==> config.mk <==
export PLATFORM = sky130hd
export DESIGN_NAME = ghr_spec_repair_flat
export DESIGN_NICKNAME = d
export VERILOG_FILES = /design/src/rtl/ghr_spec_repair_if.sv /design/src/rtl/ghr_spec_repair.sv /design/src/flat_wrapper.sv
export SDC_FILE = /design/constraint.sdc
export NUM_CORES = 1
export LEC_CHECK = 0
export ABC_CLOCK_PERIOD_IN_PS = 1300
export CAP_MARGIN = 40
export CORE_UTILIZATION = 47
export DETAILED_ROUTE_END_ITERATION = 7
export GPL_TIMING_DRIVEN = 0
export PLACE_DENSITY = 0.75
export SYNTH_ARGS = -nofsm -noshare
export SYNTH_HDL_FRONTEND = slang
export SYNTH_SLANG_ARGS = --single-unit
export TNS_END_PERCENT = 1
==> constraint.sdc <==
create_clock -name clk -period 1.3 [get_ports clk]
set_input_delay 0.325 -clock clk [delete_from_list [all_inputs] [get_ports clk]]
set_output_delay 0.325 -clock clk [all_outputs]
set_load 0.01 [all_outputs]
==> src/rtl/ghr_spec_repair_if.sv <==
// Pipeline-side connection of the speculative global-history unit: stage
// stalls/flushes, F prediction, E resolution and the history outputs.
interface ghr_spec_repair_if #(
   parameter int k = 10
);
   logic         StallF;
   logic         StallD;
   logic         StallE;
   logic         StallM;
   logic         StallW;
   logic         FlushD;
   logic         FlushE;
   logic         FlushM;
   logic         PredBranchF;
   logic         BPDirTakenF;
   logic         BranchE;
   logic         PCSrcE;
   logic [k-1:0] GHRNextF;
   logic [k-1:0] GHRM;
   logic [k-1:0] GHRCommit;
   logic         RepairE;

   modport master (
      output StallF, StallD, StallE, StallM, StallW,
      output FlushD, FlushE, FlushM,
      output PredBranchF, BPDirTakenF, BranchE, PCSrcE,
      input  GHRNextF, GHRM, GHRCommit, RepairE
   );

   modport slave (
      input  StallF, StallD, StallE, StallM, StallW,
      input  FlushD, FlushE, FlushM,
      input  PredBranchF, BPDirTakenF, BranchE, PCSrcE,
      output GHRNextF, GHRM, GHRCommit, RepairE
   );
endinterface

==> src/rtl/ghr_spec_repair.sv <==
// Speculative global history for the gshare read index, with per-stage
// checkpoints, E-stage repair and a committed copy for trap recovery.
module ghr_spec_repair #(
   parameter int k = 10
) (
   input  logic               clk,
   input  logic               reset_n,
   ghr_spec_repair_if.slave   bus
);

   typedef struct packed {
      logic [k-1:0] hist;
      logic         shifted;
      logic         pred_dir;
   } ckpt_t;

   logic [k-1:0] r_ghr_spec;
   logic [k-1:0] r_ghr_commit;
   logic [k-1:0] w_ghr_next;
   logic [k-1:0] w_repair_val;
   ckpt_t        w_ckpt_f;
   ckpt_t        r_ckpt_d;
   ckpt_t        r_ckpt_e;
   ckpt_t        r_ckpt_m;
   logic         r_branch_m;
   logic         r_pcsrc_m;
   logic         w_shift_f;
   logic         w_mispred_e;
   logic         w_commit_m;
   logic         w_unused;

   assign w_unused = &{1'b0, bus.StallW};

   assign w_shift_f         = bus.PredBranchF & ~bus.StallF;
   assign w_ckpt_f.hist     = r_ghr_spec;
   assign w_ckpt_f.shifted  = w_shift_f;
   assign w_ckpt_f.pred_dir = bus.BPDirTakenF;
   assign w_commit_m        = ~bus.StallM & ~bus.FlushM & r_branch_m;

   // E-stage miscompare detection and repair value (false branches are un-shifted)
   always_comb begin
      w_mispred_e  = 1'b0;
      w_repair_val = r_ckpt_e.hist;
      if (!bus.StallE) begin
         if (bus.BranchE) begin
            w_mispred_e = ~r_ckpt_e.shifted | (bus.PCSrcE != r_ckpt_e.pred_dir);
         end else begin
            w_mispred_e = r_ckpt_e.shifted;
         end
      end else begin
         w_mispred_e = 1'b0;
      end
      if (bus.BranchE) begin
         w_repair_val = {bus.PCSrcE, r_ckpt_e.hist[k-1:1]};
      end else begin
         w_repair_val = r_ckpt_e.hist;
      end
   end

   // Next speculative history: trap recovery, then repair, then F shift, else hold
   always_comb begin
      w_ghr_next = r_ghr_spec;
      if (!reset_n) begin
         w_ghr_next = '0;
      end else if (bus.FlushM) begin
         w_ghr_next = r_ghr_commit;
      end else if (w_mispred_e) begin
         w_ghr_next = w_repair_val;
      end else if (w_shift_f) begin
         w_ghr_next = {bus.BPDirTakenF, r_ghr_spec[k-1:1]};
      end else begin
         w_ghr_next = r_ghr_spec;
      end
   end

   // Speculative and committed history registers
   always_ff @(posedge clk or negedge reset_n) begin
      if (!reset_n) begin
         r_ghr_spec   <= '0;
         r_ghr_commit <= '0;
      end else begin
         r_ghr_spec <= w_ghr_next;
         if (w_commit_m) begin
            r_ghr_commit <= {r_pcsrc_m, r_ghr_commit[k-1:1]};
         end
      end
   end

   // Checkpoint pipeline D/E/M; a flush clears the stage even when it is stalled
   always_ff @(posedge clk or negedge reset_n) begin
      if (!reset_n) begin
         r_ckpt_d   <= '0;
         r_ckpt_e   <= '0;
         r_ckpt_m   <= '0;
         r_branch_m <= 1'b0;
         r_pcsrc_m  <= 1'b0;
      end else begin
         if (bus.FlushD) begin
            r_ckpt_d <= '0;
         end else if (!bus.StallD) begin
            r_ckpt_d <= w_ckpt_f;
         end
         if (bus.FlushE) begin
            r_ckpt_e <= '0;
         end else if (!bus.StallE) begin
            r_ckpt_e <= r_ckpt_d;
         end
         if (bus.FlushM) begin
            r_ckpt_m   <= '0;
            r_branch_m <= 1'b0;
            r_pcsrc_m  <= 1'b0;
         end else if (!bus.StallM) begin
            r_ckpt_m   <= r_ckpt_e;
            r_branch_m <= bus.BranchE;
            r_pcsrc_m  <= bus.PCSrcE;
         end
      end
   end

   // Read index uses the same-cycle next history; reset forces quiet outputs
   assign bus.GHRNextF  = w_ghr_next;
   assign bus.RepairE   = w_mispred_e & reset_n;
   assign bus.GHRM      = r_ckpt_m.hist;
   assign bus.GHRCommit = r_ghr_commit;

endmodule

==> src/flat_wrapper.sv <==
// flat-port wrapper written by rule: the top's interface ports become plain ports
module ghr_spec_repair_flat 
#(
   parameter int k = 10
)
  (clk, reset_n, bus_StallF, bus_StallD, bus_StallE, bus_StallM, bus_StallW, bus_FlushD, bus_FlushE, bus_FlushM, bus_PredBranchF, bus_BPDirTakenF, bus_BranchE, bus_PCSrcE, bus_GHRNextF, bus_GHRM, bus_GHRCommit, bus_RepairE);
  ghr_spec_repair_if #(.k(k)) bus_i ();
  input  logic clk;
  input  logic reset_n;
  input wire logic [$bits(bus_i.StallF)-1:0] bus_StallF;
  input wire logic [$bits(bus_i.StallD)-1:0] bus_StallD;
  input wire logic [$bits(bus_i.StallE)-1:0] bus_StallE;
  input wire logic [$bits(bus_i.StallM)-1:0] bus_StallM;
  input wire logic [$bits(bus_i.StallW)-1:0] bus_StallW;
  input wire logic [$bits(bus_i.FlushD)-1:0] bus_FlushD;
  input wire logic [$bits(bus_i.FlushE)-1:0] bus_FlushE;
  input wire logic [$bits(bus_i.FlushM)-1:0] bus_FlushM;
  input wire logic [$bits(bus_i.PredBranchF)-1:0] bus_PredBranchF;
  input wire logic [$bits(bus_i.BPDirTakenF)-1:0] bus_BPDirTakenF;
  input wire logic [$bits(bus_i.BranchE)-1:0] bus_BranchE;
  input wire logic [$bits(bus_i.PCSrcE)-1:0] bus_PCSrcE;
  output wire logic [$bits(bus_i.GHRNextF)-1:0] bus_GHRNextF;
  output wire logic [$bits(bus_i.GHRM)-1:0] bus_GHRM;
  output wire logic [$bits(bus_i.GHRCommit)-1:0] bus_GHRCommit;
  output wire logic [$bits(bus_i.RepairE)-1:0] bus_RepairE;
  assign bus_i.StallF = bus_StallF;
  assign bus_i.StallD = bus_StallD;
  assign bus_i.StallE = bus_StallE;
  assign bus_i.StallM = bus_StallM;
  assign bus_i.StallW = bus_StallW;
  assign bus_i.FlushD = bus_FlushD;
  assign bus_i.FlushE = bus_FlushE;
  assign bus_i.FlushM = bus_FlushM;
  assign bus_i.PredBranchF = bus_PredBranchF;
  assign bus_i.BPDirTakenF = bus_BPDirTakenF;
  assign bus_i.BranchE = bus_BranchE;
  assign bus_i.PCSrcE = bus_PCSrcE;
  assign bus_GHRNextF = bus_i.GHRNextF;
  assign bus_GHRM = bus_i.GHRM;
  assign bus_GHRCommit = bus_i.GHRCommit;
  assign bus_RepairE = bus_i.RepairE;
  ghr_spec_repair #(.k(k)) u_core (.clk(clk), .reset_n(reset_n), .bus(bus_i));
endmodule
==> flow_summary.json, run 1 <==
{
  "place_ws_ns": -1.524,
  "grt_max_degree": 38,
  "start_util": 0.4930,
  "viasPerCell": 5.354,
  "drv_cap": 0,
  "fin_skew_ns": 0.006879,
  "cts.clk_slew.worst_paths_ns": 0.10,
  "dieArea_um2": 5724,
  "multi_input_area_um2": 1350,
  "num_rows": 26,
  "max_slew_margin": 0.4133,
  "ios": 45,
  "cts_tree": "yes",
  "grt_pass1_wl_um": 9390,
  "overflow": 0,
  "slowest_delay_ns": 0.41,
  "htreeDepth": 2,
  "violations": "negative setup slack",
  "crit_type": "reg -> out",
  "antenna_found_initial": 0,
  "io_buffers": 40,
  "fill_cells": 398,
  "power_density_nw_per_um2": 994.4,
  "synth_cell_type_count": 22,
  "grt_usage": 0.2254,
  "critPathMaxFanout": 5,
  "min_period_ns": 2.161,
  "regArea_um2": 1401,
  "syn_to_final_growth_pct": 35.67,
  "drive_gt1_frac": 0.3143,
  "crit_path_top_delay_cell": "dfrtp_1",
  "cts_sinks": 56,
  "grt_use_met2": 0.3879,
  "placedCellCount": 327,
  "cts_buffer_depth": 2,
  "antenna_cells": 0,
  "first_iter_violations": 95,
  "syn_area_um2": 2550,
  "hp-class": "in -> async",
  "chipWidth_um": 75.66,
  "crit_path_end_kind": "output pin",
  "cp_top_family": "compound AO/OA/AOI/OAI gates",
  "ys_seq_elements": 56,
  "totalWireLength_um": 6040,
  "peakVddDrop_mv": 0.7087,
  "hold_viol_final": 0,
  "hpwl_um": 3877,
  "wl_per_cell_um": 17.26,
  "place_congestion": 0.7668,
  "layoutNonFillerInstCount": 350,
  "critPathBufInv": 2,
  "worstSetupStartpointType": "flop",
  "tightestPinTransition_ns": 0.8771,
  "slew_viol_final": 0,
  "p_total_mw": 3.440,
  "clock.fmax_mhz": 462.8,
  "busiest_layer": "met2",
  "clkLatencyLatePin_ns": 0.32,
  "syn_inst": 216,
  "fin_nets": 293,
  "leakagePower_nw": 1.774,
  "dr.pass1.iters": 4,
  "grtUsageMet1": 0.2941,
  "timing.final.crit_share": 1.662,
  "synth.net_count": 230,
  "globalRouteMet3Util": 0.05026,
  "core_area_um2": 5172,
  "root_buffer": "clkbuf_8",
  "grt_pass1_vias": 1875,
  "ys_seq_area_frac": 0.5496,
  "setup_violations": 34,
  "hold_slack_ns": 0.03557,
  "avgSynthCellArea_um2": 11.81,
  "status": "finished, violations left",
  "critPathRequiredTime_ns": 0.98,
  "die_y_um": 75.66,
  "vias": 1874,
  "antenna_left": 0,
  "cts_inserted_buffers": 5,
  "fin_ws_ns": -0.8610,
  "path_cells": "xnor2_1, a31oi_2, buf_6, o2111ai_4, o311ai_4, buf_2",
  "worst_ep_arrival_time_ns": 1.84,
  "rsz0062_at_grt": "yes",
  "yosys_warnings": 0,
  "drc": 0
}
## flip-flops by register name, indices dropped and copies added, names as in the netlist
register              flops
u_core.bus.GHRCommit     10
u_core.bus.GHRM          10
u_core.r_branch_m         1
u_core.r_ckpt_d          12
u_core.r_ckpt_e          12
u_core.r_ghr_spec        10
u_core.r_pcsrc_m          1
## logic make-up after synthesis
family	share of synthesized area
AOI/OAI and AO/OA	0.07507
xor gates and xnor gates	0.003435
buffers and inverters	0.03779
DFF	0.5496
muxes	0.2252
and+or+nand+nor	0.1089
## layout make-up
type                    count  area share
plain buffers              18     0.03038
clock buffers               5     0.01989
clock inverters             3     0.01230
multi-input cells         142      0.3902
flip-flops and latches     56      0.4051
well taps                  70     0.02532
repair buffers             56      0.1168
## routing by layer
metal	routed length, um	vias to the layer above
met1	2726	946
met2	3080	37
met4	43	0
li1	-	883
met5	0	-
met3	190	8
## timing repair
action,in CTS,in global routing
endpoints found under the hold margin,19,19
pin swaps,12,15
setup buffers,8,5
resized for setup,116,28
setup endpoints to repair,52,42
gates cloned,1,0
## cell usage in the layout (no fill, tap or decap), types with 2 or more instances in the layout
cell	Yosys	layout
buf_12	0	2
nor2_1	37	37
o2111ai_4	0	6
clkbuf_4	0	2
clkbuf_1	5	5
mux2i_1	45	44
buf_6	2	4
buf_2	8	26
clkdlybuf4s15_1	0	2
clkbuf_2	0	9
and2_1	2	2
dfrtp_1	56	56
o2111ai_2	0	3
dlygate4sd2_1	0	3
nand2b_1	11	11
mux2_1	10	10
o311ai_4	0	9
clkdlybuf4s50_1	0	5
nand2_1	9	9
buf_4	1	14
clkbuf_8	0	5
## synthesized netlist by cell type, drive strengths merged
master	number	share of area
dfrtp	56	0.55
mux2i	45	0.18
nor2	37	0.054
buf	13	0.030
mux2	11	0.049
nand2b	11	0.027
o311ai	10	0.034
nand2	9	0.013
o2111ai	9	0.031
clkbuf	5	0.0074
and2	2	0.0049
nand3	2	0.0039
a21oi	1	0.0020
a31oi	1	0.0049
nor2b	1	0.0025
nor3b	1	0.0029
o21bai	1	0.0029
xnor2	1	0.0034
## through the flow
stage	area (um2)	utilization	TNS (ns)
6_report	3460	0.6688	-11.12
5_1_grt	3460	0.6688	-16.15
4_1_cts	3356	0.6488	-10.22
3_5_place_dp	3169	0.6127	-29.38
3_3_place_gp	3154	0.6098	-175.47
2_1_floorplan	2666	-	-3.325
## path summary, 6_finish.rpt
path | start | end | slack [ns] | cells after the start
max in group asynchronous | reset_n | u_core.r_ghr_spec[9] | -0.01 | 2
max reg2reg | u_core.r_ckpt_e[0] | u_core.r_ghr_spec[4] | -0.34 | 7
min reg2reg | u_core.r_pcsrc_m | u_core.bus.GHRCommit[9] | 0.51 | 1
min in group clk | bus_FlushM | u_core.r_pcsrc_m | 0.26 | 2
max | u_core.r_ckpt_e[0] | bus_GHRNextF[5] | -0.86 | 6
min | reset_n | u_core.r_ghr_spec[0] | 0.04 | 2
## power by group
| part | leakage, nW | switching (mW) | internal [mW] |
|---|---|---|---|
| Combinational | 0.943 | 0.267 | 0.187 |
| Sequential | 0.777 | 0.0381 | 1.78 |
| Clock | 0.0541 | 0.592 | 0.571 |
No activity file was read; power rests on OpenSTA's default activity.
==> run 2, diff against run 1 <==
--- a/config.mk
+++ b/config.mk
@@ -7,10 +7,12 @@
 export LEC_CHECK = 0
 export ABC_CLOCK_PERIOD_IN_PS = 1300
 export CAP_MARGIN = 40
+export CORE_MARGIN = 8
 export CORE_UTILIZATION = 47
 export DETAILED_ROUTE_END_ITERATION = 7
 export GPL_TIMING_DRIVEN = 0
 export PLACE_DENSITY = 0.75
+export SLEW_MARGIN = 20
 export SYNTH_ARGS = -nofsm -noshare
 export SYNTH_HDL_FRONTEND = slang
 export SYNTH_SLANG_ARGS = --single-unit
==> flow_summary.json, run 2 (synthesized netlist as in run 1, its figures left out) <==
{
  "status": "finished, violations left",
  "violations": "negative setup slack",
  "setup_violations": 21,
  "cts_inserted_buffers": 5,
  "critPathRequiredTime_ns": 0.98,
  "grt_use_met2": 0.3015,
  "totalWireLength_um": 6364,
  "grt_pass1_vias": 2101,
  "cts_tree": "yes",
  "slew_viol_final": 0,
  "fill_cells": 405,
  "hpwl_um": 4211,
  "globalRouteMet3Util": 0.03731,
  "dieArea_um2": 8038,
  "worstSetupStartpointType": "primary input",
  "hold_viol_final": 0,
  "p_sw_mw": 0.8655,
  "pwr-share-comb": 0.129,
  "hp-class": "in -> async",
  "grtUsageMet1": 0.2070,
  "drc": 0,
  "antenna_found_initial": 0,
  "cts_buffer_depth": 2,
  "drive_gt1_frac": 0.3105,
  "min_period_ns": 2.111,
  "clkLatencyLatePin_ns": 0.32,
  "antenna_cells": 0,
  "rsz0062_at_grt": "yes",
  "cts.clk_slew.worst_paths_ns": 0.10,
  "busiest_layer": "met2",
  "grt_max_degree": 38,
  "drv_cap": 0,
  "first_iter_violations": 113,
  "grt_usage": 0.1732,
  "peakVddDrop_mv": 0.6089,
  "chipWidth_um": 89.66,
  "pwr-share-seq": 0.506,
  "power_frac_clock": 0.365,
  "io_buffers": 40,
  "utilization": 0.6580,
  "root_buffer": "clkbuf_8",
  "fin_nets": 291,
  "crit_type": "in -> out",
  "reg_top3": "u_core.r_ckpt_d (12), u_core.r_ckpt_e (12)",
  "crit_path_end_kind": "output pin",
  "clock.fmax_mhz": 473.8,
  "timing.final.crit_share": 1.624,
  "fin_ws_ns": -0.8106,
  "start_util": 0.4747,
  "p_total_mw": 3.601,
  "die_y_um": 89.66,
  "worst_ep_arrival_time_ns": 1.79,
  "critPathMaxFanout": 5,
  "final_common_cell": "dfrtp_1",
  "htreeDepth": 2,
  "leakagePower_nw": 1.780,
  "internal_power_mw": 2.736,
  "ios": 45,
  "place_congestion": 0.7975,
  "cts_sinks": 56,
  "overflow": 0,
  "vias": 1914,
  "p_sw_frac": 0.2403,
  "dr.pass1.iters": 4,
  "wl_per_cell_um": 18.23,
  "tightestPinTransition_ns": 0.5056,
  "core_area_um2": 5371,
  "fin_setup_tns_ns": -9.988,
  "max_slew_margin": 0.6630,
  "layout_common_cells": "56 x dfrtp_1, 43 x mux2i_1, 37 x nor2_1",
  "place_ws_ns": -1.501,
  "syn_to_final_growth_pct": 38.62,
  "antenna_left": 0,
  "grt_pass1_wl_um": 10470,
  "power_density_nw_per_um2": 1019,
  "fin_skew_ns": 0.009886,
  "num_rows": 27,
  "viasPerCell": 5.484
}
==> run 2: changes by cell type in the layout (fill, tap and decap cells not counted), moves of 2 or more <==
cell             change
buf_6                +7
buf_4                -5
clkbuf_2             -4
clkdlybuf4s15_1      +4
buf_2                -2
clkbuf_4             -2
==> run 2: routing by layer <==
| layer | vias to the layer above | part of all wire |
|---|---|---|
| met5 | - | 0 |
| met3 | 9 | 0.039 |
| met1 | 983 | 0.43 |
| met4 | 0 | 0.015 |
| li1 | 887 | - |
| met2 | 35 | 0.52 |
==> run 2: path summary, 6_finish.rpt <==
check,from,to,slack [ns],depth (start not counted)
min reg2reg,u_core.r_pcsrc_m,u_core.bus.GHRCommit[9],0.50,1
max reg2reg,u_core.r_ckpt_e[0],u_core.r_ghr_spec[5],-0.62,11
max,bus_StallE,bus_GHRNextF[6],-0.81,7
min in group clk,bus_FlushM,u_core.r_branch_m,0.28,2
min,reset_n,u_core.r_ckpt_d[2],0.01,2
max in group asynchronous,reset_n,u_core.r_ghr_spec[6],0.41,3
==> run 2: timing repair <==
item	CTS	global route
hold buffers	1	0
endpoints found under the setup margin	52	41
pin swaps	17	0
buffers inserted	9	0
endpoints found under the hold margin	19	0
resized for setup	138	15
gates cloned	2	0
==> run 2: through the flow <==
step / hold WS [ns] / std cells / area (um2)
4_1_cts: 0.02026 / 348 / 3555
3_5_place_dp: 0.2427 / 329 / 3174
2_1_floorplan: 0.02941 / 216 / 2666
3_3_place_gp: 0.4761 / 328 / 3157
5_1_grt: 0.03395 / 349 / 3535
6_report: 0.01430 / 349 / 3535
==> run 2: final cells by class <==
class	count	area, um2	area share
tap	72	90.09	0.02549
clock inverter	2	60.06	0.01699
clock buffer	5	68.82	0.01947
sequential	56	1401	0.3965
multi-input combinational	142	1374	0.3887
timing repair buffer	54	429.2	0.1214
buffer	18	111.4	0.03150
==> run 2: power groups by stage <==
stage                     sequential [mW]  clock (mW)  combinational (mW)
after detailed placement             1.86           0               0.400
after floorplan                      1.85           0               0.211
final                                1.82        1.32               0.463
after global placement               1.85           0               0.387
after CTS                            1.82        1.35               0.460
after global routing                 1.83        1.40               0.502
==> run 2: critical path, stage by stage <==
cell and delay, ns:
dlygate4sd2_1 0.31, o21bai_2 0.24, a31oi_4 0.27, buf_6 0.21, o2111ai_4 0.13, o311ai_4 0.11, buf_2 0.18
